[src/rtl/gy26_angle_rx.sv]
// gy26_angle_rx: polls a GY-26 compass over UART and decodes its ASCII heading frames into BCD.
// Define GY26_CHKSUM_EN to enforce the frame checksum byte.
module gy26_angle_rx #(
    parameter int CLK_HZ  = 50000000,
    parameter int BAUD    = 9600,
    parameter int POLL_MS = 100
) (
    input  logic       clk,
    input  logic       rst,
    input  logic       uart_rx,
    output logic       uart_tx,
    output logic [9:0] jiaodu,
    output logic       du_en,
    output logic       ang_vld,
    output logic       frame_err
);
    localparam int BIT  = CLK_HZ / BAUD;
    localparam int HALF = BIT / 2;
    localparam int POLL = CLK_HZ / 1000 * POLL_MS;
    localparam int BW   = $clog2(BIT + 1);
    localparam int PW   = $clog2(POLL + 1);
    localparam logic [BW-1:0] BIT_END  = BW'(BIT - 1);
    localparam logic [BW-1:0] HALF_END = BW'(HALF - 1);
    localparam logic [PW-1:0] POLL_END = PW'(POLL - 1);

    logic rx_s1, rx_s2, rx_d;
    always_ff @(posedge clk or negedge rst)
        if (!rst) {rx_s1, rx_s2, rx_d} <= 3'b111;
        else {rx_s1, rx_s2, rx_d} <= {uart_rx, rx_s1, rx_s2};

    typedef enum logic [1:0] {R_IDLE, R_START, R_DATA, R_STOP} rx_st_t;
    rx_st_t rx_st, rx_nx;
    logic [BW-1:0] rx_cnt;
    logic [2:0] rx_idx;
    logic [7:0] rx_sh;
    logic rx_bit_end, rx_done, rx_ferr;
    assign rx_bit_end = rx_cnt == BIT_END;

    always_ff @(posedge clk or negedge rst)
        if (!rst) rx_st <= R_IDLE;
        else rx_st <= rx_nx;

    always_comb begin
        rx_nx = rx_st;
        case (rx_st)
            R_IDLE:  if (rx_d && !rx_s2) rx_nx = R_START;
            R_START: if (rx_cnt == HALF_END) rx_nx = rx_s2 ? R_IDLE : R_DATA;
            R_DATA:  if (rx_bit_end && rx_idx == 3'd7) rx_nx = R_STOP;
            default: if (rx_bit_end) rx_nx = R_IDLE;
        endcase
    end

    always_comb begin
        rx_done = rx_st == R_STOP && rx_bit_end && rx_s2;
        rx_ferr = rx_st == R_STOP && rx_bit_end && !rx_s2;
    end

    always_ff @(posedge clk or negedge rst)
        if (!rst) begin
            rx_cnt <= '0;
            rx_idx <= '0;
            rx_sh  <= '0;
        end else begin
            rx_cnt <= (rx_st == R_IDLE || rx_st != rx_nx || rx_bit_end) ? '0 : rx_cnt + 1'b1;
            rx_idx <= rx_st == R_IDLE ? '0 : (rx_st == R_DATA && rx_bit_end) ? rx_idx + 1'b1 : rx_idx;
            rx_sh  <= (rx_st == R_DATA && rx_bit_end) ? {rx_s2, rx_sh[7:1]} : rx_sh;
        end

    logic [PW-1:0] poll_cnt;
    logic tick;
    assign tick = poll_cnt == '0;
    always_ff @(posedge clk or negedge rst)
        if (!rst) poll_cnt <= '0;
        else poll_cnt <= poll_cnt == POLL_END ? '0 : poll_cnt + 1'b1;

    logic tx_busy;
    logic [BW-1:0] tx_cnt;
    logic [3:0] tx_idx;
    logic [8:0] tx_sh;
    // tx_sh holds the data bits followed by the stop bit; the start bit is driven directly
    always_ff @(posedge clk or negedge rst)
        if (!rst) begin
            uart_tx <= 1'b1;
            tx_busy <= 1'b0;
            tx_cnt  <= '0;
            tx_idx  <= '0;
            tx_sh   <= '1;
        end else if (!tx_busy) begin
            if (tick) begin
                tx_busy <= 1'b1;
                uart_tx <= 1'b0;
                tx_sh   <= {1'b1, 8'h31};
                tx_cnt  <= '0;
                tx_idx  <= '0;
            end
        end else if (tx_cnt != BIT_END) begin
            tx_cnt <= tx_cnt + 1'b1;
        end else begin
            tx_cnt  <= '0;
            tx_idx  <= tx_idx + 1'b1;
            uart_tx <= tx_sh[0];
            tx_sh   <= {1'b1, tx_sh[8:1]};
            if (tx_idx == 4'd9) tx_busy <= 1'b0;
        end

    typedef enum logic [2:0] {HUNT, LF, HUND, TENS, UNITS, DOT, TENTHS, SUM} ps_t;
    ps_t ps, pn;
    logic [7:0] b;
    logic [1:0] h;
    logic [3:0] t, u;
    logic dig, sum_ok, good, accept, err;
    assign b   = rx_sh;
    assign dig = b >= 8'h30 && b <= 8'h39;
`ifdef GY26_CHKSUM_EN
    logic [7:0] sum;
    assign sum_ok = b == sum;
`else
    assign sum_ok = 1'b1;
`endif

    always_comb begin
        good = 1'b0;
        case (ps)
            LF:      good = b == 8'h0A;
            HUND:    good = b >= 8'h30 && b <= 8'h33;
            TENS:    good = dig && !(h == 2'd3 && b > 8'h35);
            UNITS:   good = dig;
            DOT:     good = b == 8'h2E;
            TENTHS:  good = dig;
            SUM:     good = sum_ok;
            default: good = b == 8'h0D;
        endcase
    end

    always_ff @(posedge clk or negedge rst)
        if (!rst) ps <= HUNT;
        else ps <= pn;

    // SUM + 1 wraps to HUNT; any rejected byte resyncs on 0x0D
    always_comb begin
        pn = ps;
        if (rx_ferr) pn = HUNT;
        else if (rx_done) pn = good ? ps_t'(3'(ps + 3'd1)) : (b == 8'h0D ? LF : HUNT);
    end

    always_comb begin
        accept = rx_done && ps == SUM && good;
        err    = rx_ferr || (rx_done && ps != HUNT && !good);
    end

    logic [1:0] stale;
    always_ff @(posedge clk or negedge rst)
        if (!rst) begin
            jiaodu    <= '0;
            ang_vld   <= 1'b0;
            frame_err <= 1'b0;
            du_en     <= 1'b0;
            stale     <= '0;
            h         <= '0;
            t         <= '0;
            u         <= '0;
        end else begin
            ang_vld   <= accept;
            frame_err <= err;
            jiaodu    <= accept ? {h, t, u} : jiaodu;
            h         <= (rx_done && good && ps == HUND) ? b[1:0] : h;
            t         <= (rx_done && good && ps == TENS) ? b[3:0] : t;
            u         <= (rx_done && good && ps == UNITS) ? b[3:0] : u;
            if (accept) begin
                du_en <= 1'b1;
                stale <= '0;
            end else if (tick && du_en) begin
                stale <= stale + 1'b1;
                du_en <= stale != 2'd3;
            end
        end

`ifdef GY26_CHKSUM_EN
    always_ff @(posedge clk or negedge rst)
        if (!rst) sum <= '0;
        else if (rx_done) sum <= pn == LF ? b : sum + b;
`endif
endmodule

[config.mk]
export PLATFORM = sky130hd
export DESIGN_NAME = gy26_angle_rx
export DESIGN_NICKNAME = d
export VERILOG_FILES = /design/src/rtl/gy26_angle_rx.sv
export SDC_FILE = /design/constraint.sdc
export NUM_CORES = 1
export LEC_CHECK = 0
export ABC_AREA = 1
export BUFFER_PORTS_ARGS = -buffer_cell sky130_fd_sc_hd__buf_2
export CORE_MARGIN = 2
export CORE_UTILIZATION = 56
export DETAILED_ROUTE_END_ITERATION = 10
export PLACE_DENSITY = 0.86
export SLEW_MARGIN = 20
export SYNTH_ARGS = -nofsm -noshare
export SYNTH_HDL_FRONTEND = slang
export SYNTH_SLANG_ARGS = --single-unit
[constraint.sdc]
create_clock -name clk -period 1.8 [get_ports clk]
set_input_delay 0.09 -clock clk [delete_from_list [all_inputs] [get_ports clk]]
set_output_delay 0.09 -clock clk [all_outputs]
set_load 0.03 [all_outputs]
* Word-level counts from Yosys, hierarchy flattened
Index checks and enable logic that the tools add are counted.
** Storage, ports and cells
- Register bits :: 108
- Input port bits :: 3
** Operators by class
- Equal/unequal tests :: 23
- Add/subtract/negate cells :: 7
- Order comparisons :: 4
- Multiplexer cells :: 35
- Reduce and logical (&&, ||, !) cells :: 34
** Operators by type and width (count)
- 13-bit 2-to-1 mux :: 4
- 9-bit 2-to-1 mux :: 3
- 13-bit by 1-bit adder with 13-bit output (second input constant) :: 2
- 23-bit by 1-bit adder with 23-bit output (second input constant) :: 1
- 23-bit == test (second input constant) :: 1
- 23-bit zero test :: 1
- 23-bit 2-to-1 mux :: 1
- 1-bit logical AND :: 19
- 8-bit by 4-bit == test with 1-bit output (second input constant) :: 2
- 8-bit by 6-bit less-or-equal comparator with 1-bit output (second input constant) :: 2
- 3-bit == test (second input constant) :: 5
- 3-bit 2-to-1 mux :: 5
- 2-bit 2-to-1 mux :: 7
- 13-bit by 12-bit == test with 1-bit output (second input constant) :: 1
- 13-bit == test (second input constant) :: 1
- 13-bit != test (second input constant) :: 1
- 4-bit 2-to-1 mux :: 3
- 1-bit 2-to-1 mux :: 10
- 8-bit by 6-bit == test with 1-bit output (second input constant) :: 1
- 8-bit by 6-bit greater-or-equal comparator with 1-bit output (second input constant) :: 1
- 8-bit by 6-bit > comparator with 1-bit output (second input constant) :: 1
- 2-bit nonzero test :: 4
- 3-bit by 1-bit adder with 3-bit output (second input constant) :: 2
- 2-bit == test (second input constant) :: 3
- 16 further kinds :: 22

* Logic depth before layout (Yosys ltp)
- Word-level depth :: 8
- Depth in mapped cells :: 13
- Gate-level depth less buffers :: 13

* Worst setup path before layout
OpenSTA, ideal clock, no wires.
- Path kind :: flip-flop to flip-flop
- Start point :: reg ps[0]
- End point :: reg h[0]
- Period minus slack after synthesis :: 1.795 ns
- Data arrival time :: 1.730 ns
- Path slack :: 0.005 ns
- Stages on the path, launching flop included :: 11
- Path through :: dfrtp_1 > ha_1 > ha_1 > nor3_1 > nand3_1 > nand2_1 > nor2_1 > a21oi_1 > buf_2 > nand4_1 > nand2_1
** Between the ends
- Word-level cells in the longest chain between the ends :: 5
- Elaborated cells on any way between the ends :: 11
** RTL lines
- start, declared :: RTL line 107 : ps_t ps, pn;
- start signal, assigned :: RTL line 137 : else ps <= pn;
- 3-bit == test :: RTL line 123 : case (ps)
- 2-bit OR reduction (no source line)
- 1-bit case mux with 6 select lines :: RTL line 123
- 1-bit logical AND :: RTL line 166 : h <= (rx_done && good && ps == HUND) ? b[1:0] : h;
- 1-bit logical AND (*) :: RTL line 166
- end signal, assigned :: RTL line 166
- end, declared :: RTL line 109 : logic [1:0] h;
Mark *: on every way between the ends. The rest lies on a longest branch, timed or not.
A chain may end at the register's enable or synchronous reset.

* Final worst setup path
- Start point :: reg ps[1]
- End point :: reg t[3]
** Between the ends
- Word-level cells in the longest chain between the ends :: 5
- Elaborated cells on any way between the ends :: 11
** RTL lines
- 3-bit == test :: RTL line 123
- 2-bit OR reduction (no source line)
- 1-bit case mux with 6 select lines :: RTL line 123
- 1-bit logical AND :: RTL line 167 : t <= (rx_done && good && ps == TENS) ? b[3:0] : t;
- 1-bit logical AND (*) :: RTL line 167
- end signal, assigned :: RTL line 167
- end, declared :: RTL line 110 : logic [3:0] t, u;
Marks and branches as above.

==> impl_metrics.toml <==
[worst_hold_path]
worstHoldPathType = "in2async"

[clock_tree]
numCtsBuffers = 9
cts_tree = "built"
clock_sinks = 107
insertion_delay_ns = 0.38
cts-root-buf = "clkbuf_8"
h-tree-depth = 3
clock_path_buffers = 2
cts.clk_slew.worst_paths_ns = 0.11

[sta]
fin_ws_ns = -0.152
hold_ws_ns = 0.203
clock_skew_ns = 0.0121
slew_headroom_pct = 67.1
setup_viol = 41
max_freq_mhz = 512
setup_tns_ns = -2.80
min_period_ns = 1.95
hold_viol = 0
drv_slew = 0
grt_setup_unrepaired = "yes"
tightest_slew_ns = 0.494
post-route-period-util_pct = 108

[setup_path]
reg2reg_setup_slack_ns = -0.15
ff2ff_path_depth = 12
crit_fanout = 6
required_ns = 2.13
r2r-start = "ps[1]"
endpoint_kind = "register"
r2r_end = "t[3]"
setup.worst_path.class = "reg2reg"
crit_arrival_ns = 2.28
worst_setup_path_start_kind = "register"

[yosys]
yosysSeqAreaShare_pct = 49.0
synth_compound_area_share_pct = 7.92
ys.flop_type = "dfrtp_1"
synth.ff_latch_count = 107
yosys.area_share.simple_pct = 28.5
syn-cell-area_um2 = 5500
syn_nets = 671
synth_top_family_by_area = "simple AND/OR/NAND/NOR gates"
async_flop_share_pct = 100
synth_mux_area_share_pct = 0
ys_types = 40
synthCells = 653
synth_xor_area_share_pct = 3.66
synth_area_per_cell_um2 = 8.42
synth_fa_ha_area_share_pct = 3.41
synth_edf_count = 0
yosysWarningCount = 0

[route]
drtAntennaViolNets = 0
drc = 0
drtIter0Drc = 318
viasPerCell = 5.58
num_vias = 4780
finalWirelength_um = 13100
firstDrtPassIters = 5
wl_per_cell_um = 15.3

[floorplanning]
dieHeight_um = 103
core_area_um2 = 9640
ios = 17
die_w_um = 103
dieArea_um2 = 10600
num_rows = 36
initial_core_util_pct = 57.1

[run]
cap_viol_max_count = 0

[final_layout]
layout_common_cells = "nand2_1, dfrtp_1, inv_1, nor2_1, buf_4"
layout.nets = 737
area_growth_pct = 19.5
fin_util_pct = 68.2
final_common_cell = "nand2_1"
n_antenna_cell = 0
finalInstanceArea_um2 = 6580
drive_gt1_share_pct = 25.4

[status]
status = "complete, but fails checks"
violations = "negative setup slack"

[placed_design]
portBuffers = 16
gp_congestion = 0.997
placed_cell_area_um2 = 5990
dp_hpwl_um = 8370
post-place-ws_ns = -0.167

[global_route]
antenna_found_initial = 0
first_global_vias = 4548
grt_use_total_pct = 23.6
grt_max_degree = 39
grt_overflow = 0
grt_pass1_wl_um = 20000

[power]
power_leakage_nw = 3.20
p_per_area_nw_per_um2 = 693
peakVddDrop_mv = 0.909
==> logic make-up (layout without fill, tap and decap cells) <==
| group | Yosys count | in the layout |
|---|---|---|
| adder cells (fa/ha/maj) | 15 | 15 |
| AO/OA/AOI/OAI | 73 | 73 |
| buffers and inverters | 106 | 177 |
| flip-flops | 107 | 107 |
| AND/OR/NAND/NOR | 329 | 329 |
| XOR/XNOR | 23 | 23 |
==> power breakdown <==
group          total, mW  switching (mW)  internal, mW
clock network       1.42           0.892         0.529
logic              0.564           0.313         0.251
registers           2.57          0.0790          2.49
==> routing by layer <==
metal / share of wire [%] / GRT usage (%)
met5: 0 / 0
met1: 41 / 30.3
met4: 2.9 / 8.81
met3: 4.8 / 5.36
met2: 51 / 39.4
==> worst max path at each step <==
| stage | startpoint | endpoint | slack, ns | depth (start not counted) |
|---|---|---|---|---|
| after floorplan | ps[0] | h[0] | 0.005 | 10 |
| after detailed placement | ps[0] | t[1] | -0.17 | 10 |
| final | ps[1] | t[3] | -0.15 | 12 |
| after global routing | ps[0] | u[3] | -0.28 | 12 |
| after global placement | ps[0] | t[3] | 0.009 | 10 |
| after CTS | ps[1] | t[1] | -0.06 | 10 |
==> critical path, stage by stage (launching register included) <==
cell and delay [ns]:
dfrtp_1 0.39, ha_2 0.24, ha_4 0.17, buf_6 0.10
nand2_1 0.05, nand2_1 0.07, nand2_1 0.10, nand2_1 0.12
nand2_2 0.10, a21oi_4 0.21, buf_4 0.17, nand4_1 0.10
nand2_1 0.09
==> per-stage QoR <==
stage | cells | total power [mW]
floorplan | 653 | 2.92
detailed placement | 826 | 3.07
finish | 857 | 4.56
global placement | 826 | 3.05
CTS | 845 | 4.49
global route | 857 | 4.75
==> layout make-up <==
type | count | area, µm²
Clock buffer | 9 | 124
Clock inverter | 7 | 63.8
Fill cell | 694 | 3060
Inverter | 99 | 379
Multi-Input combinational cell | 440 | 2630
Sequential cell | 107 | 2690
Tap cell | 133 | 166
Timing Repair Buffer | 62 | 515
==> synth_stat cells (all sizes together), types with 11 or more instances <==
master,instances,area share (%)
nand2,169,12
inv,98,6.7
dfrtp,95,43
nor2,67,6.4
o21ai,38,3.7
nand3,33,3.0
nand4,27,3.1
xor2,19,3.0
nor3,18,2.0
a21oi,15,1.4
ha,15,3.4
dfstp,12,5.7
nor4,11,1.8
==> registers in the layout, summed over array words and instances, names as in the netlist, 8 cells and up <==
name,cells
poll_cnt,23
rx_cnt,13
tx_cnt,13
jiaodu,10
b,8
tx_sh,8
==> repair_timing <==
| item | in CTS | in global routing |
|---|---|---|
| buffers inserted | 1 | 11 |
| pin swaps | 10 | 26 |
| endpoints found under the setup margin | 34 | 63 |
| endpoints found under the hold margin | 35 | 0 |
| gates resized for setup | 15 | 60 |
| cloned | 0 | 1 |
| hold buffers | 2 | 0 |
No activity file was read; power rests on OpenSTA's default activity.
